### src/rtl/c6ibm_pkg.sv
// ==== c6ibm_pkg : shared constants and types for the RAM port serializer/deshifter pair ====
// ==== rev 1.0 ===============================================================================
`default_nettype none

package c6ibm_pkg;

   localparam int DEF_DATA_W    = 32;
   localparam int DEF_NUM_PORTS = 3;
   localparam int DEF_CNT_W     = 2;

   // Slot order must match the serializer so word 0 lands on port A at both ends.
   localparam logic [1:0] SLOT_A = 2'd0;
   localparam logic [1:0] SLOT_B = 2'd1;
   localparam logic [1:0] SLOT_C = 2'd2;

   typedef logic [DEF_DATA_W-1:0] frame_word_t;

   typedef enum logic [0:0] {
      ST_IDLE    = 1'b0,
      ST_COLLECT = 1'b1
   } bus_state_e;

endpackage : c6ibm_pkg

`default_nettype wire

### src/rtl/c6ibm_port_deshifter_if.sv
// ==== c6ibm_port_deshifter_if : serial-in / parallel-out bus of the deshifter (opt: C6IBM_DESHIFT_FRAME_CNT_EN) ====
// ==== rev 1.0 ======================================================================================================
`default_nettype none

interface c6ibm_port_deshifter_if #(
   parameter int DATA_W = c6ibm_pkg::DEF_DATA_W
);
   logic              en;
   logic [DATA_W-1:0] port_in;
   logic              in_valid;
   logic [DATA_W-1:0] out_portA;
   logic [DATA_W-1:0] out_portB;
   logic [DATA_W-1:0] out_portC;
   logic              out_valid;
   logic              frame_abort;
   logic              busy;
`ifdef C6IBM_DESHIFT_FRAME_CNT_EN
   logic [15:0]       frame_cnt;
   logic [7:0]        abort_cnt;
`endif

   modport master (
      output en, port_in, in_valid,
      input  out_portA, out_portB, out_portC, out_valid, frame_abort, busy
`ifdef C6IBM_DESHIFT_FRAME_CNT_EN
      , input frame_cnt, abort_cnt
`endif
   );

   modport slave (
      input  en, port_in, in_valid,
      output out_portA, out_portB, out_portC, out_valid, frame_abort, busy
`ifdef C6IBM_DESHIFT_FRAME_CNT_EN
      , output frame_cnt, abort_cnt
`endif
   );

endinterface : c6ibm_port_deshifter_if

`default_nettype wire

### src/rtl/c6ibm_port_deshifter_slot_counter.sv
// ==== c6ibm_slot_counter : modulo-NUM_PORTS slot counter with advance/flush and wrap strobe ====
// ==== rev 1.0 ================================================================================
`default_nettype none

module c6ibm_slot_counter #(
   parameter int NUM_PORTS = c6ibm_pkg::DEF_NUM_PORTS,
   parameter int CNT_W     = c6ibm_pkg::DEF_CNT_W
) (
   input  wire logic             clk,
   input  wire logic             rst_n,
   input  wire logic             i_advance,
   input  wire logic             i_flush,
   output logic [CNT_W-1:0]      o_slot,
   output logic                  o_wrap
);

   logic [CNT_W-1:0] r_slot;
   logic             w_last;

   assign w_last = (r_slot == CNT_W'(NUM_PORTS - 1));
   assign o_wrap = i_advance & ~i_flush & w_last;
   assign o_slot = r_slot;

   // Flush has priority over advance so a disabled block never completes a frame.
   always_ff @(posedge clk or negedge rst_n) begin
      if (!rst_n) begin
         r_slot <= '0;
      end else if (i_flush) begin
         r_slot <= '0;
      end else if (i_advance) begin
         r_slot <= w_last ? '0 : r_slot + 1'b1;
      end
   end

endmodule : c6ibm_slot_counter

`default_nettype wire

### src/rtl/c6ibm_port_deshifter.sv
// ==== c6ibm_port_deshifter : rebuilds 3 serial RAM words into parallel ports A/B/C ====
// ==== optional macro C6IBM_DESHIFT_FRAME_CNT_EN adds frame/abort counters ; rev 1.0 ===
`default_nettype none

module c6ibm_port_deshifter
   import c6ibm_pkg::*;
#(
   parameter int DATA_W    = DEF_DATA_W,
   parameter int NUM_PORTS = DEF_NUM_PORTS,
   parameter int CNT_W     = DEF_CNT_W
) (
   input  wire logic             ram_clk,
   input  wire logic             rstn,
   c6ibm_port_deshifter_if.slave bus
);

   if (NUM_PORTS != 3) begin : g_bad_num_ports
      $error("c6ibm_port_deshifter: NUM_PORTS must be 3");
   end
   if ((2 ** CNT_W) < NUM_PORTS) begin : g_bad_cnt_w
      $error("c6ibm_port_deshifter: CNT_W too narrow for NUM_PORTS");
   end

   logic [CNT_W-1:0]  w_slot;
   logic              w_wrap;
   logic              w_acc;
   logic              w_emit;
   logic              w_abort;
   bus_state_e        r_state;
   bus_state_e        w_state_next;

   logic [DATA_W-1:0] r_stage_a;
   logic [DATA_W-1:0] r_stage_b;
   logic [DATA_W-1:0] r_out_a;
   logic [DATA_W-1:0] r_out_b;
   logic [DATA_W-1:0] r_out_c;
   logic              r_out_valid;
   logic              r_frame_abort;

   assign w_acc   = bus.en & bus.in_valid;
   assign w_emit  = w_wrap;
   assign w_abort = ~bus.en & (w_slot != '0);

   c6ibm_slot_counter #(
      .NUM_PORTS (NUM_PORTS),
      .CNT_W     (CNT_W)
   ) u_slot_counter (
      .clk       (ram_clk),
      .rst_n     (rstn),
      .i_advance (w_acc),
      .i_flush   (~bus.en),
      .o_slot    (w_slot),
      .o_wrap    (w_wrap)
   );

   always_ff @(posedge ram_clk or negedge rstn) begin
      if (!rstn) begin
         r_state <= ST_IDLE;
      end else begin
         r_state <= w_state_next;
      end
   end

   always_comb begin
      w_state_next = r_state;
      if (!bus.en) begin
         w_state_next = ST_IDLE;
      end else begin
         case (r_state)
            ST_IDLE:    if (w_acc)  w_state_next = ST_COLLECT;
            ST_COLLECT: if (w_wrap) w_state_next = ST_IDLE;
            default:    w_state_next = ST_IDLE;
         endcase
      end
   end

   // Disable clears the whole datapath; otherwise outputs only move on a completed frame.
   always_ff @(posedge ram_clk or negedge rstn) begin
      if (!rstn) begin
         r_stage_a     <= '0;
         r_stage_b     <= '0;
         r_out_a       <= '0;
         r_out_b       <= '0;
         r_out_c       <= '0;
         r_out_valid   <= 1'b0;
         r_frame_abort <= 1'b0;
      end else if (!bus.en) begin
         r_stage_a     <= '0;
         r_stage_b     <= '0;
         r_out_a       <= '0;
         r_out_b       <= '0;
         r_out_c       <= '0;
         r_out_valid   <= 1'b0;
         r_frame_abort <= w_abort;
      end else begin
         r_out_valid   <= w_emit;
         r_frame_abort <= 1'b0;
         if (w_acc) begin
            if (w_slot == CNT_W'(SLOT_A)) begin
               r_stage_a <= bus.port_in;
            end else if (w_slot == CNT_W'(SLOT_B)) begin
               r_stage_b <= bus.port_in;
            end
         end
         if (w_emit) begin
            r_out_a <= r_stage_a;
            r_out_b <= r_stage_b;
            r_out_c <= bus.port_in;
         end
      end
   end

   assign bus.out_portA   = r_out_a;
   assign bus.out_portB   = r_out_b;
   assign bus.out_portC   = r_out_c;
   assign bus.out_valid   = r_out_valid;
   assign bus.frame_abort = r_frame_abort;
   assign bus.busy        = (r_state == ST_COLLECT);

`ifdef C6IBM_DESHIFT_FRAME_CNT_EN
   logic [15:0] r_frame_cnt;
   logic [7:0]  r_abort_cnt;

   // Counters track the same edges that raise out_valid / frame_abort.
   always_ff @(posedge ram_clk or negedge rstn) begin
      if (!rstn) begin
         r_frame_cnt <= '0;
         r_abort_cnt <= '0;
      end else begin
         if (!bus.en) begin
            r_frame_cnt <= '0;
         end else if (w_emit) begin
            r_frame_cnt <= r_frame_cnt + 16'd1;
         end
         if (w_abort && (r_abort_cnt != 8'hFF)) begin
            r_abort_cnt <= r_abort_cnt + 8'd1;
         end
      end
   end

   assign bus.frame_cnt = r_frame_cnt;
   assign bus.abort_cnt = r_abort_cnt;
`endif

endmodule : c6ibm_port_deshifter

`default_nettype wire

### src/flat_wrapper.sv
// flat-port wrapper written by rule: the top's interface ports become plain ports
module c6ibm_port_deshifter_flat import c6ibm_pkg::*;
#(
   parameter int DATA_W    = DEF_DATA_W,
   parameter int NUM_PORTS = DEF_NUM_PORTS,
   parameter int CNT_W     = DEF_CNT_W
)
  (ram_clk, rstn, bus_en, bus_port_in, bus_in_valid, bus_out_portA, bus_out_portB, bus_out_portC, bus_out_valid, bus_frame_abort, bus_busy);
  c6ibm_port_deshifter_if #(.DATA_W(DATA_W)) bus_i ();
  input  wire logic ram_clk;
  input  wire logic rstn;
  input wire logic [$bits(bus_i.en)-1:0] bus_en;
  input wire logic [$bits(bus_i.port_in)-1:0] bus_port_in;
  input wire logic [$bits(bus_i.in_valid)-1:0] bus_in_valid;
  output wire logic [$bits(bus_i.out_portA)-1:0] bus_out_portA;
  output wire logic [$bits(bus_i.out_portB)-1:0] bus_out_portB;
  output wire logic [$bits(bus_i.out_portC)-1:0] bus_out_portC;
  output wire logic [$bits(bus_i.out_valid)-1:0] bus_out_valid;
  output wire logic [$bits(bus_i.frame_abort)-1:0] bus_frame_abort;
  output wire logic [$bits(bus_i.busy)-1:0] bus_busy;
  assign bus_i.en = bus_en;
  assign bus_i.port_in = bus_port_in;
  assign bus_i.in_valid = bus_in_valid;
  assign bus_out_portA = bus_i.out_portA;
  assign bus_out_portB = bus_i.out_portB;
  assign bus_out_portC = bus_i.out_portC;
  assign bus_out_valid = bus_i.out_valid;
  assign bus_frame_abort = bus_i.frame_abort;
  assign bus_busy = bus_i.busy;
  c6ibm_port_deshifter #(.DATA_W(DATA_W), .NUM_PORTS(NUM_PORTS), .CNT_W(CNT_W)) u_core (.ram_clk(ram_clk), .rstn(rstn), .bus(bus_i));
endmodule
### config.mk
export PLATFORM = sky130hd
export DESIGN_NAME = c6ibm_port_deshifter_flat
export DESIGN_NICKNAME = d
export VERILOG_FILES = /design/src/rtl/c6ibm_pkg.sv /design/src/rtl/c6ibm_port_deshifter_if.sv /design/src/rtl/c6ibm_port_deshifter_slot_counter.sv /design/src/rtl/c6ibm_port_deshifter.sv /design/src/flat_wrapper.sv
export SDC_FILE = /design/constraint.sdc
export NUM_CORES = 1
export LEC_CHECK = 0
export ABC_CLOCK_PERIOD_IN_PS = 3600
export BUFFER_PORTS_ARGS = -buffer_cell sky130_fd_sc_hd__buf_2
export CAP_MARGIN = 20
export CORE_UTILIZATION = 45
export CTS_CLUSTER_DIAMETER = 150
export DETAILED_ROUTE_END_ITERATION = 8
export PLACE_DENSITY = 0.67
export SETUP_SLACK_MARGIN = 0.05
export SYNTH_ARGS = -nofsm -noshare
export SYNTH_HDL_FRONTEND = slang
export SYNTH_SLANG_ARGS = --single-unit
export TNS_END_PERCENT = 5
### constraint.sdc
create_clock -name ram_clk -period 3.6 [get_ports ram_clk]
set_input_delay 0.18 -clock ram_clk [delete_from_list [all_inputs] [get_ports ram_clk]]
set_output_delay 0.18 -clock ram_clk [all_outputs]
set_load 0.02 [all_outputs]
==> results <==
- The final-report max-slew violation count is 0.
- Synthesis produced a netlist whose cell count is 571.
- The DRC violation count after routing is 9.
- The total negative slack for setup checks is 0 ns.
- The total power draw is 3.90 mW.
- By count the netlist is led by 192 x sky130_fd_sc_hd__nand2_1, 165 x sky130_fd_sc_hd__dfrtp_1, 160 x sky130_fd_sc_hd__mux2i_1, 11 x sky130_fd_sc_hd__buf_6, 11 x sky130_fd_sc_hd__clkbuf_1.
- In the synthesized netlist the async set-or-reset flop fraction comes to 100%.
- Measured along the y axis, the die boundary spans 125 um.
- The fmax is 531 MHz.
- The netlist uses 18 different library cells.
- sky130_fd_sc_hd__nand2_1 is the most common cell in the netlist.
- The number of endpoints failing setup at the final stage is 0.
- The final reports fail on DRC.
- The worst register-to-register path has a setup slack of 1.72 ns.
- Counting every sink on the clock net gives 165.
- At the worst endpoint, the arrival time is 2.22 ns.
- Buffers added to address setup during post-CTS repair amount to 0.
- The number of instances in the placed design is 860.
- The remaining antenna violation count after routing is 0.
- The static leakage is 4.31 nW.
- Before antenna repair, the detailed router went through 6 iterations.
- The launch point of the worst hold path is bus_port_in[4].
- In this run the critical register-to-register path is captured at u_core.bus.out_portA[11].
- The number of endpoints with negative hold slack in the final report is 0.
- The origin of the critical flop-to-flop path is u_core.u_slot_counter.o_slot[0].
- The type of the tightest min-delay check is primary input to register.
- The Yosys step of the flow raised 0 warnings.
- The dominant synthesized flop cell is sky130_fd_sc_hd__dfrtp_1.
- The initial cell density of the core is 46.6%.
- The kind of start point of the critical path is a register.
- The headroom to the max-slew limit is 26.1%.
- At the worst endpoint, the required time is 3.94 ns.
- The total of max-cap violations is 0.
- The minimum clock period is 1.88 ns.
- The number of buffers added on ports is 134.
- For this design the ratio of total power to cell area is 480 nW/um2.
- The insertion delay to the later sink of the worst-skew pair is 0.42 ns.
- The worst-case IR drop observed on VDD is 343 uV.
- The CTS tree is yes.
- The global-route wire length before repair is 24.0 mm.
- After layout, the worst path uses 52.3% of the clock period.
- The width of the die is 125 um.
- Yosys mapped a number of flops with a built-in enable equal to 0.
- The H-tree was split into 4 levels.
- Setup repair after global routing left no endpoint under its margin.
- The clock skew is 0.0104 ns.
- The number of antenna violations at the first check in global routing was 0.
- After the first detailed-routing iteration, the DRC count stood at 263.
- The largest total area in the synthesized netlist belongs to sky130_fd_sc_hd__dfrtp_1.
- In this run the core area contains 44 standard-cell rows.
- The worst hold path was traced through 3 stages.
- The top fanout value on the critical path is 32.
- For this run, the total global-route usage over all layers was measured as 19.6%.
- The clock-pin slew reported for the worst setup and hold paths after clock tree synthesis is 0.06 ns.
- The congestion estimate from routability-driven global placement came to 0.730.
- Ranked by total cell area, the synthesized netlist is headed by sky130_fd_sc_hd__dfrtp_1 60%, sky130_fd_sc_hd__mux2i_1 23%, sky130_fd_sc_hd__nand2_1 11%, sky130_fd_sc_hd__buf_6 1.8%, sky130_fd_sc_hd__buf_4 0.77%.
- The final standard cell count with taps included and fillers excluded is 893.
- 135 I/O pins were placed.
- Once detailed placement completed, the half-perimeter wirelength came to 9.08 mm.
- The cell area after synthesis is 6840 um2.
- The run finished, with violations left.
- After synthesis, the mean cell area works out to 12.0 um2.
- In the final layout, the share of cells above drive strength 1 is 25.4%.
- The capture endpoint of the worst hold path is u_core.bus.out_portC[4].
- The via density per instance is 5.02.
- Entering global routing, the biggest net connects 92 pins.
- Timing analysis after detailed placement gives a worst setup slack of 1.70 ns.
- After detailed routing, the total wire length is 14.2 mm.
- The layout-stage area growth over the synthesis result is 18.8%.
- The post-synth net total is 607.
- The antenna diode count is 0.
- The deepest clock path buffer count is 2.
- The worst hold margin is 0.0634 ns.
- The die covers 15700 um2.
- After detailed routing, the average wire length per cell comes to 15.9 um.
- Across all layers, the routed design uses 4486 vias.
- Summed over all layers, the global routing overflow is 0.
- The net count of the finished layout is 732.
- The number of global-route vias before repair is 4741.
- Across all setup checks in the final design, the least slack found is 1.72 ns.
- The top cell type by area accounts for 60.3% of the synthesized area.
- In this run, synthesis produced a sequential element count of 165.
- The core outline area is 14700 um2.
- Buffers inserted during clock tree synthesis total 17.
- The depth of the worst register-to-register path is 3.
- The kind of end point of the critical path is a register.
- The actual slew at the worst max-slew pin is 1.11 ns.
- For this run, the register share of the synthesized area comes to 60.3%.
- The critical path is of the register to register type.
- The root buffer cell is sky130_fd_sc_hd__clkbuf_16.
## where the power goes
group	total, mW	internal (mW)	switching, mW
Sequential	1.92	1.90	0.0171
Combinational	0.267	0.0924	0.175
Clock	1.71	0.986	0.724
Total	3.90	2.98	0.916
## worst max-delay path: stages (launching register included)
cell	delay, ns
sky130_fd_sc_hd__dfrtp_1	0.42
sky130_fd_sc_hd__and3b_4	0.77
sky130_fd_sc_hd__buf_4	0.37
sky130_fd_sc_hd__mux2i_1	0.24
## cells by family after synthesis
logic type	after synthesis	share of synthesized area, %
and+or+nand+nor	201	11.4
DFF	165	60.3
muxes	160	23.4
buffers and inverters	41	4.50
AOI/OAI and AO/OA	4	0.365
## registers in the layout, summed over array words and instances (netlist names)
register / cells
u_core.bus.out_portB: 32
u_core.bus.frame_abort: 1
u_core.r_stage_a: 32
u_core.bus.out_portC: 32
u_core.r_stage_b: 32
u_core.bus.busy: 1
u_core.bus.out_portA: 32
u_core.u_slot_counter.o_slot: 2
u_core.bus.out_valid: 1
## layout make-up
type	count	area, um2
timing repair buffer	147	792
fill	1270	6570
tap	184	230
sequential	165	4130
multi-input combinational	365	2420
clock inverter	12	104
clock buffer	20	457
## stage by stage
stage / instance area [um2] / utilization (%)
6_report: 8130 / 55.3
5_1_grt: 8130 / 55.3
4_1_cts: 8130 / 55.3
3_5_place_dp: 7560 / 51.4
3_3_place_gp: 7560 / 51.4
2_1_floorplan: 6840 / -
## timing repair
action	CTS	global route
hold buffers	1	0
hold endpoints to repair	86	0
gates resized for setup	0	0
## worst max path at each step
stage / to / cells after the start / startpoint / slack (ns)
6_report: u_core.bus.out_portA[11] / 3 / u_core.u_slot_counter.o_slot[0] / 1.72
5_1_grt: u_core.bus.out_portA[11] / 3 / u_core.u_slot_counter.o_slot[0] / 1.59
4_1_cts: u_core.bus.out_portA[11] / 3 / u_core.u_slot_counter.o_slot[0] / 1.69
3_5_place_dp: u_core.bus.out_portA[11] / 3 / u_core.u_slot_counter.o_slot[0] / 1.70
3_3_place_gp: u_core.bus.out_portA[11] / 3 / u_core.u_slot_counter.o_slot[0] / 1.78
2_1_floorplan: u_core.bus.out_portA[10] / 4 / u_core.u_slot_counter.o_slot[0] / 2.43
## per-layer routing
| layer | global-route usage, % | part of all wire, % | wire, um |
|---|---|---|---|
| met5 | 0 | 0 | 0 |
| met4 | 7.03 | 1.2 | 174 |
| met3 | 4.54 | 4.0 | 563 |
| met2 | 30.8 | 47 | 6680 |
| met1 | 26.6 | 48 | 6770 |
## cell usage in the layout, fill, tap and decap left out
master,n
sky130_fd_sc_hd__nand2_1,192
sky130_fd_sc_hd__and2_1,1
sky130_fd_sc_hd__nor2_1,2
sky130_fd_sc_hd__and2b_1,1
sky130_fd_sc_hd__and3b_4,1
sky130_fd_sc_hd__nand3b_1,1
sky130_fd_sc_hd__dfrtp_1,165
sky130_fd_sc_hd__buf_12,1
sky130_fd_sc_hd__bufinv_16,1
sky130_fd_sc_hd__buf_4,12
sky130_fd_sc_hd__clkbuf_8,2
sky130_fd_sc_hd__mux2i_1,160
sky130_fd_sc_hd__clkinvlp_4,3
sky130_fd_sc_hd__clkinv_4,1
sky130_fd_sc_hd__clkbuf_1,1
sky130_fd_sc_hd__inv_6,2
sky130_fd_sc_hd__clkinv_2,5
sky130_fd_sc_hd__nor2b_1,1
sky130_fd_sc_hd__o21a_1,2
sky130_fd_sc_hd__dlygate4sd3_1,1
sky130_fd_sc_hd__buf_2,132
sky130_fd_sc_hd__buf_6,1
sky130_fd_sc_hd__clkbuf_16,17
sky130_fd_sc_hd__o21ai_0,1
sky130_fd_sc_hd__a21oi_1,1
sky130_fd_sc_hd__nor3b_2,1
sky130_fd_sc_hd__and3b_2,1
Power figures use the tool's default switching activity.
